--- config.mk ---
export PLATFORM = sky130hd
export DESIGN_NAME = iter_alu
export DESIGN_NICKNAME = d
export VERILOG_FILES = /design/src/rtl/iter_alu.sv
export SDC_FILE = /design/constraint.sdc
export NUM_CORES = 1
export LEC_CHECK = 0
export CORE_MARGIN = 1
export CORE_UTILIZATION = 45
export CTS_BUF_LIST = sky130_fd_sc_hd__clkbuf_8
export CTS_CLUSTER_SIZE = 30
export DETAILED_ROUTE_END_ITERATION = 12
export PLACE_DENSITY = 0.63
export SYNTH_ARGS = -nofsm -noshare
export SYNTH_HDL_FRONTEND = slang
export SYNTH_SLANG_ARGS = --single-unit
export TNS_END_PERCENT = 20
--- constraint.sdc ---
create_clock -name clk_i -period 5.6 [get_ports clk_i]
set_clock_uncertainty 0.1 [all_clocks]
set_input_delay 0.56 -clock clk_i [delete_from_list [all_inputs] [get_ports clk_i]]
set_output_delay 0.56 -clock clk_i [all_outputs]
set_load 0.02 [all_outputs]
--- src/rtl/iter_alu.sv ---
`timescale 1ns/1ps
`default_nettype none
// ============================================================================
// Module   : iter_alu
// Purpose  : Execution-stage ALU with a registered result. ADD, SUB, AND,
//            XOR, SLL and SRAI complete in one cycle. MUL runs as a
//            shift-add loop over WIDTH cycles. ready_o/valid_o let the hazard
//            unit stall the pipeline while a multiply is in flight.
// Ports    :
//   clk_i      - clock, all state changes on the rising edge
//   rst_i      - synchronous active-high reset
//   valid_i    - operation request
//   ready_o    - block can accept a request this cycle (state == IDLE)
//   ALUCtrl_i  - 000 ADD, 001 SUB, 010 AND, 011 XOR, 100 MUL,
//                101 SLL, 110 SRAI, 111 illegal
//   data1_i    - operand A
//   data2_i    - operand B; shift amount is data2_i[SHAMT_W-1:0]
//   flush_i    - abort the in-flight multiply / suppress an accept
//   valid_o    - one-cycle pulse, data_o is valid
//   data_o     - result, held until the next valid_o
//   zero_o     - data_o == 0, qualified by valid_o
//   illegal_o  - pulses with valid_o when the accepted code was 111
// Revision : 1.0 - initial release
// ============================================================================
module iter_alu #(
    parameter int WIDTH   = 32,
    parameter int SHAMT_W = 5
) (
    input  logic               clk_i,
    input  logic               rst_i,
    input  logic               valid_i,
    output logic               ready_o,
    input  logic [2:0]         ALUCtrl_i,
    input  logic [WIDTH-1:0]   data1_i,
    input  logic [WIDTH-1:0]   data2_i,
    input  logic               flush_i,
    output logic               valid_o,
    output logic [WIDTH-1:0]   data_o,
    output logic               zero_o,
    output logic               illegal_o
);

    // ------------------------------------------------------------------
    // Operation codes
    // ------------------------------------------------------------------
    localparam logic [2:0] c_OP_ADD  = 3'b000;
    localparam logic [2:0] c_OP_SUB  = 3'b001;
    localparam logic [2:0] c_OP_AND  = 3'b010;
    localparam logic [2:0] c_OP_XOR  = 3'b011;
    localparam logic [2:0] c_OP_MUL  = 3'b100;
    localparam logic [2:0] c_OP_SLL  = 3'b101;
    localparam logic [2:0] c_OP_SRAI = 3'b110;
    localparam logic [2:0] c_OP_ILL  = 3'b111;

    // The multiply loop performs exactly WIDTH steps; the step taken while
    // the counter holds WIDTH-1 is the last one.
    localparam logic [SHAMT_W-1:0] c_CNT_LAST = SHAMT_W'(WIDTH - 1);

    typedef enum logic [1:0] {
        S_IDLE = 2'd0,
        S_MUL  = 2'd1,
        S_DONE = 2'd2
    } state_t;

    // ------------------------------------------------------------------
    // Registers
    // ------------------------------------------------------------------
    state_t               r_state;
    logic [WIDTH-1:0]     r_data;
    logic                 r_illegal;
    logic [WIDTH-1:0]     r_mcand;
    logic [WIDTH-1:0]     r_mplier;
    logic [WIDTH-1:0]     r_acc;
    logic [SHAMT_W-1:0]   r_cnt;

    // ------------------------------------------------------------------
    // Combinational signals
    // ------------------------------------------------------------------
    state_t               w_state_next;
    logic                 w_accept;
    logic                 w_mul_step;
    logic                 w_mul_last;
    logic                 w_is_mul;
    logic [SHAMT_W-1:0]   w_shamt;
    logic [WIDTH-1:0]     w_alu_res;
    logic [WIDTH-1:0]     w_acc_next;

    assign w_is_mul = (ALUCtrl_i == c_OP_MUL);
    assign w_shamt  = data2_i[SHAMT_W-1:0];

    // Partial-product add for the current multiplier bit.
    assign w_acc_next = r_mplier[0] ? (r_acc + r_mcand) : r_acc;

    // ------------------------------------------------------------------
    // Single-cycle result. MUL never uses this path; illegal yields 0.
    // ------------------------------------------------------------------
    always_comb begin
        w_alu_res = '0;
        case (ALUCtrl_i)
            c_OP_ADD:  w_alu_res = data1_i + data2_i;
            c_OP_SUB:  w_alu_res = data1_i - data2_i;
            c_OP_AND:  w_alu_res = data1_i & data2_i;
            c_OP_XOR:  w_alu_res = data1_i ^ data2_i;
            c_OP_SLL:  w_alu_res = data1_i << w_shamt;
            c_OP_SRAI: w_alu_res = WIDTH'($signed(data1_i) >>> w_shamt);
            c_OP_MUL:  w_alu_res = '0;
            c_OP_ILL:  w_alu_res = '0;
            default:   w_alu_res = '0;
        endcase
    end

    // ------------------------------------------------------------------
    // FSM: state register
    // ------------------------------------------------------------------
    always_ff @(posedge clk_i) begin
        if (rst_i) begin
            r_state <= S_IDLE;
        end else begin
            r_state <= w_state_next;
        end
    end

    // ------------------------------------------------------------------
    // FSM: next state and outputs
    // ------------------------------------------------------------------
    always_comb begin
        w_state_next = r_state;
        w_accept     = 1'b0;
        w_mul_step   = 1'b0;
        w_mul_last   = 1'b0;
        ready_o      = 1'b0;
        valid_o      = 1'b0;

        case (r_state)
            S_IDLE: begin
                ready_o = 1'b1;
                // A flush in the same cycle as a request cancels the accept.
                if (valid_i && !flush_i) begin
                    w_accept     = 1'b1;
                    w_state_next = w_is_mul ? S_MUL : S_DONE;
                end
            end
            S_MUL: begin
                // Flush wins over completion: the multiply is dropped and
                // data_o keeps the previous result.
                if (flush_i) begin
                    w_state_next = S_IDLE;
                end else begin
                    w_mul_step = 1'b1;
                    if (r_cnt == c_CNT_LAST) begin
                        w_mul_last   = 1'b1;
                        w_state_next = S_DONE;
                    end
                end
            end
            S_DONE: begin
                // Flush is deliberately ignored here; the pulse always occurs.
                valid_o      = 1'b1;
                w_state_next = S_IDLE;
            end
            default: begin
                w_state_next = S_IDLE;
            end
        endcase
    end

    // ------------------------------------------------------------------
    // Datapath registers
    // ------------------------------------------------------------------
    always_ff @(posedge clk_i) begin
        if (rst_i) begin
            r_data    <= '0;
            r_illegal <= 1'b0;
            r_mcand   <= '0;
            r_mplier  <= '0;
            r_acc     <= '0;
            r_cnt     <= '0;
        end else if (w_accept) begin
            if (w_is_mul) begin
                r_mcand   <= data1_i;
                r_mplier  <= data2_i;
                r_acc     <= '0;
                r_cnt     <= '0;
                r_illegal <= 1'b0;
            end else begin
                r_data    <= w_alu_res;
                r_illegal <= (ALUCtrl_i == c_OP_ILL);
            end
        end else if (w_mul_step) begin
            r_acc    <= w_acc_next;
            r_mcand  <= r_mcand << 1;
            r_mplier <= r_mplier >> 1;
            r_cnt    <= r_cnt + SHAMT_W'(1);
            // Only the low WIDTH bits of the product are kept, so signed
            // and unsigned operands give the same result.
            if (w_mul_last) begin
                r_data <= w_acc_next;
            end
        end
    end

    // ------------------------------------------------------------------
    // Result outputs
    // ------------------------------------------------------------------
    assign data_o    = r_data;
    assign zero_o    = valid_o & (r_data == '0);
    assign illegal_o = valid_o & r_illegal;

endmodule
`default_nettype wire

==> results.toml <==
[timing]
hold_viol = 0
final-setup-viol-count = 0
period_needed_ns = 4.90
slew_violations = 0
finalCritPeriodShare_pct = 87.5
setup_tns_ns = 0
fmax_mhz = 204
worst_slew_pin_slew_ns = 1.04
rsz0062_at_grt = "no"
slew_headroom_pct = 30.4

[logic_synthesis]
syn-num-nets = 2038
synth_mux_area_share_pct = 17.0
netlist_area_um2 = 14400
synthSimpleGateAreaFrac_pct = 20.2
synth_top_family_by_area = "compound AO/OA/AOI/OAI gates"
ys_seq_elements = 136
yosys_warnings = 0
synth_xor_area_share_pct = 4.93
yosysSeqAreaShare_pct = 19.0
synthArstFlopShare_pct = 0
postSynthCellCount = 1867
synth.avg_cell_area_um2 = 7.69
synth_ff_type = "dfxtp_1"
synth_cell_types = 86
synth_edf_count = 0
synth_compound_area_share_pct = 25.5
synth_fa_ha_area_share_pct = 8.82

[cells_and_area]
seq_area_um2 = 2720
multi_input_area_um2 = 11000
final-instance-count-excl-fill = 2323
drive_above_1_share_pct = 9.53
final_net_count = 2081
syn_to_final_growth_pct = 13.1
layout_common_cells = "266 x nor2_1, 227 x nand2_1, 163 x a21oi_1, 135 x dfxtp_1, 106 x mux2i_1"
diodes = 0
layout_commonest_cell = "nor2_1"
fill_cells = 3078
final_area_um2 = 16200

[cts]
clock_tree.root_cell = "clkbuf_8"
cts_resized = 0
cts-htree-levels = 4
cts_hold_buf = 0
cts_buffers = 17
cts.path.max_buffers = 2
cts_sinks = 136
insertion_delay_ns = 0.48
clk_pin_slew_ns = 0.08
post-cts-setup-buffers = 0
cts_tree = "done"

[routing]
drtPass1Iterations = 6
drt_wl_total_mm = 59.4
vias = 15340
antenna_left = 0
via_per_inst = 6.60
first_iter_violations = 1620
drc_errors = 0
post_drt_wl_per_cell_um = 25.6

[worst_setup_path]
criticalPathCategory = "primary input to flop"
worstPathRequired_ns = 5.89
end_kind = "flop"
critPathLaunchType = "primary input"
cp.arrival_ns = 5.19
path_max_fanout = 8

[global_route]
grt_first_pass_wirelength_mm = 89.5
antenna_found_initial = 0
grt_overflow = 0
grt_pass1_vias = 14486
track_usage_pct = 36.2
grt_max_degree = 72

[die]
ios = 107
die-area_um2 = 32600
coreArea_um2 = 31500
start_util_pct = 45.6
die_x_um = 181
die_h_um = 181
rows = 65

[hold_path]
hp-class = "flop to flop"

[run]
maxCapViolations = 0

[outcome]
status = "completed"

[pwr]
total_leakage_power_nw = 6.17
vdd_drop_max_mv = 0.143
power-per-cell-area_nw_per_um2 = 192

[placed_design]
place_inst = 2293
numPortBuffers = 106
dp_hpwl_mm = 44.5
globalplace.congestion = 1.00
place_area_um2 = 15800
==> worst max-delay path, stage by stage <==
cell and delay [ns]:
clkdlybuf4s50_1 0.50, or4_4 0.60, nor4_4 0.18, nand2_1 0.11, nor3_1 0.37, nor2_1 0.11, xnor2_1 0.15, ha_1 0.44
nand2_1 0.17, a21oi_1 0.19, o211ai_1 0.10, a31oi_1 0.40, o2111ai_1 0.24, a21oi_1 0.31, o211ai_1 0.16, o311a_1 0.36
nor3_1 0.23
==> power by group <==
group / leakage, nW / switching [mW] / internal, mW
registers: 1.10 / 0.0230 / 0.992
logic: 4.86 / 0.720 / 0.440
clock network: 0.210 / 0.443 / 0.505
==> stage by stage <==
stage / setup slack, ns / util [%] / power (mW) / hold WS [ns]
detailed placement: 0.300 / 50.2 / 2.16 / 0.346
CTS: 0.782 / 51.6 / 3.11 / 0.358
global placement: 0.331 / 50.2 / 2.16 / 0.343
floorplan: 1.05 / - / 1.74 / 0.327
finish: 0.697 / 51.6 / 3.12 / 0.357
global route: 0.477 / 51.6 / 3.25 / 0.390
==> per-layer routing <==
layer	part of all wire (%)	up-vias	track usage, %
met5	0	-	0
met4	5.2	0	19.0
met3	7.7	139	6.12
met2	45	754	57.5
met1	42	7397	47.0
li1	-	7050	-
==> cell families after synthesis <==
group,after synthesis
AND/OR/NAND/NOR,662
AO/OA/AOI/OAI,550
multiplexers,175
buffers and inverters,164
flip-flops,136
adder cells (fa/ha/maj),100
XOR/XNOR,80
==> final timing paths <==
kind / from / endpoint / slack, ns / cells after the start
hold / removal: r_illegal / r_illegal / 0.36 / 2
setup / recovery: data2_i[9] / data_o[29] / 0.70 / 17
setup reg to reg: r_mcand[0] / data_o[28] / 1.80 / 12
hold reg to reg: r_illegal / r_illegal / 0.36 / 2
==> area by class of cell <==
class                      instances  area share [%]
timing repair buffer             162            9.10
clock inverter                    11            1.07
multi-input combinational       1567            67.7
sequential                       136            16.8
inverter                          26           0.601
tap                              402            3.10
clock buffer                      19            1.61
==> synth_stat cells (all sizes together), types with 3 or more instances <==
| master | instances | area [um^2] |
|---|---|---|
| ha | 98 | 1230 |
| nor2 | 266 | 998 |
| a21o | 33 | 248 |
| o211a | 3 | 30.0 |
| o221ai | 11 | 103 |
| inv | 25 | 93.8 |
| nand2 | 228 | 856 |
| a21oi | 166 | 835 |
| a21boi | 3 | 22.5 |
| nor3b | 3 | 27.5 |
| xnor2 | 55 | 489 |
| o311ai | 4 | 35.0 |
| and3 | 13 | 81.3 |
| nand4 | 9 | 56.3 |
| buf | 34 | 169 |
| or3 | 10 | 62.6 |
| a311oi | 69 | 604 |
| mux2i | 106 | 1060 |
| a31oi | 16 | 100 |
| o22ai | 9 | 56.3 |
| o21ai | 93 | 465 |
| a221o | 3 | 30.0 |
| nand3b | 5 | 37.5 |
| xor2 | 25 | 219 |
| o31ai | 10 | 75.1 |
| nor2b | 12 | 82.6 |
| and2 | 7 | 43.8 |
| dfxtp | 136 | 2720 |
| o21a | 9 | 67.6 |
| a22oi | 16 | 120 |
| a211oi | 18 | 135 |
| nand3 | 22 | 110 |
| o32ai | 3 | 26.3 |
| nor3 | 37 | 190 |
| nor4 | 16 | 115 |
| o211ai | 39 | 293 |
| a221oi | 22 | 205 |
| clkbuf | 104 | 390 |
| or2 | 5 | 31.3 |
| mux4 | 53 | 1190 |
| nand2b | 22 | 138 |
| mux2 | 16 | 184 |
| o21bai | 5 | 37.5 |
==> state kept, by name (all words and copies together), names as in the netlist <==
register   count
r_state        2
r_mplier      32
r_cnt          5
r_mcand       32
data_o        32
r_acc         32
r_illegal      1
Power figures use the tool's default switching activity.
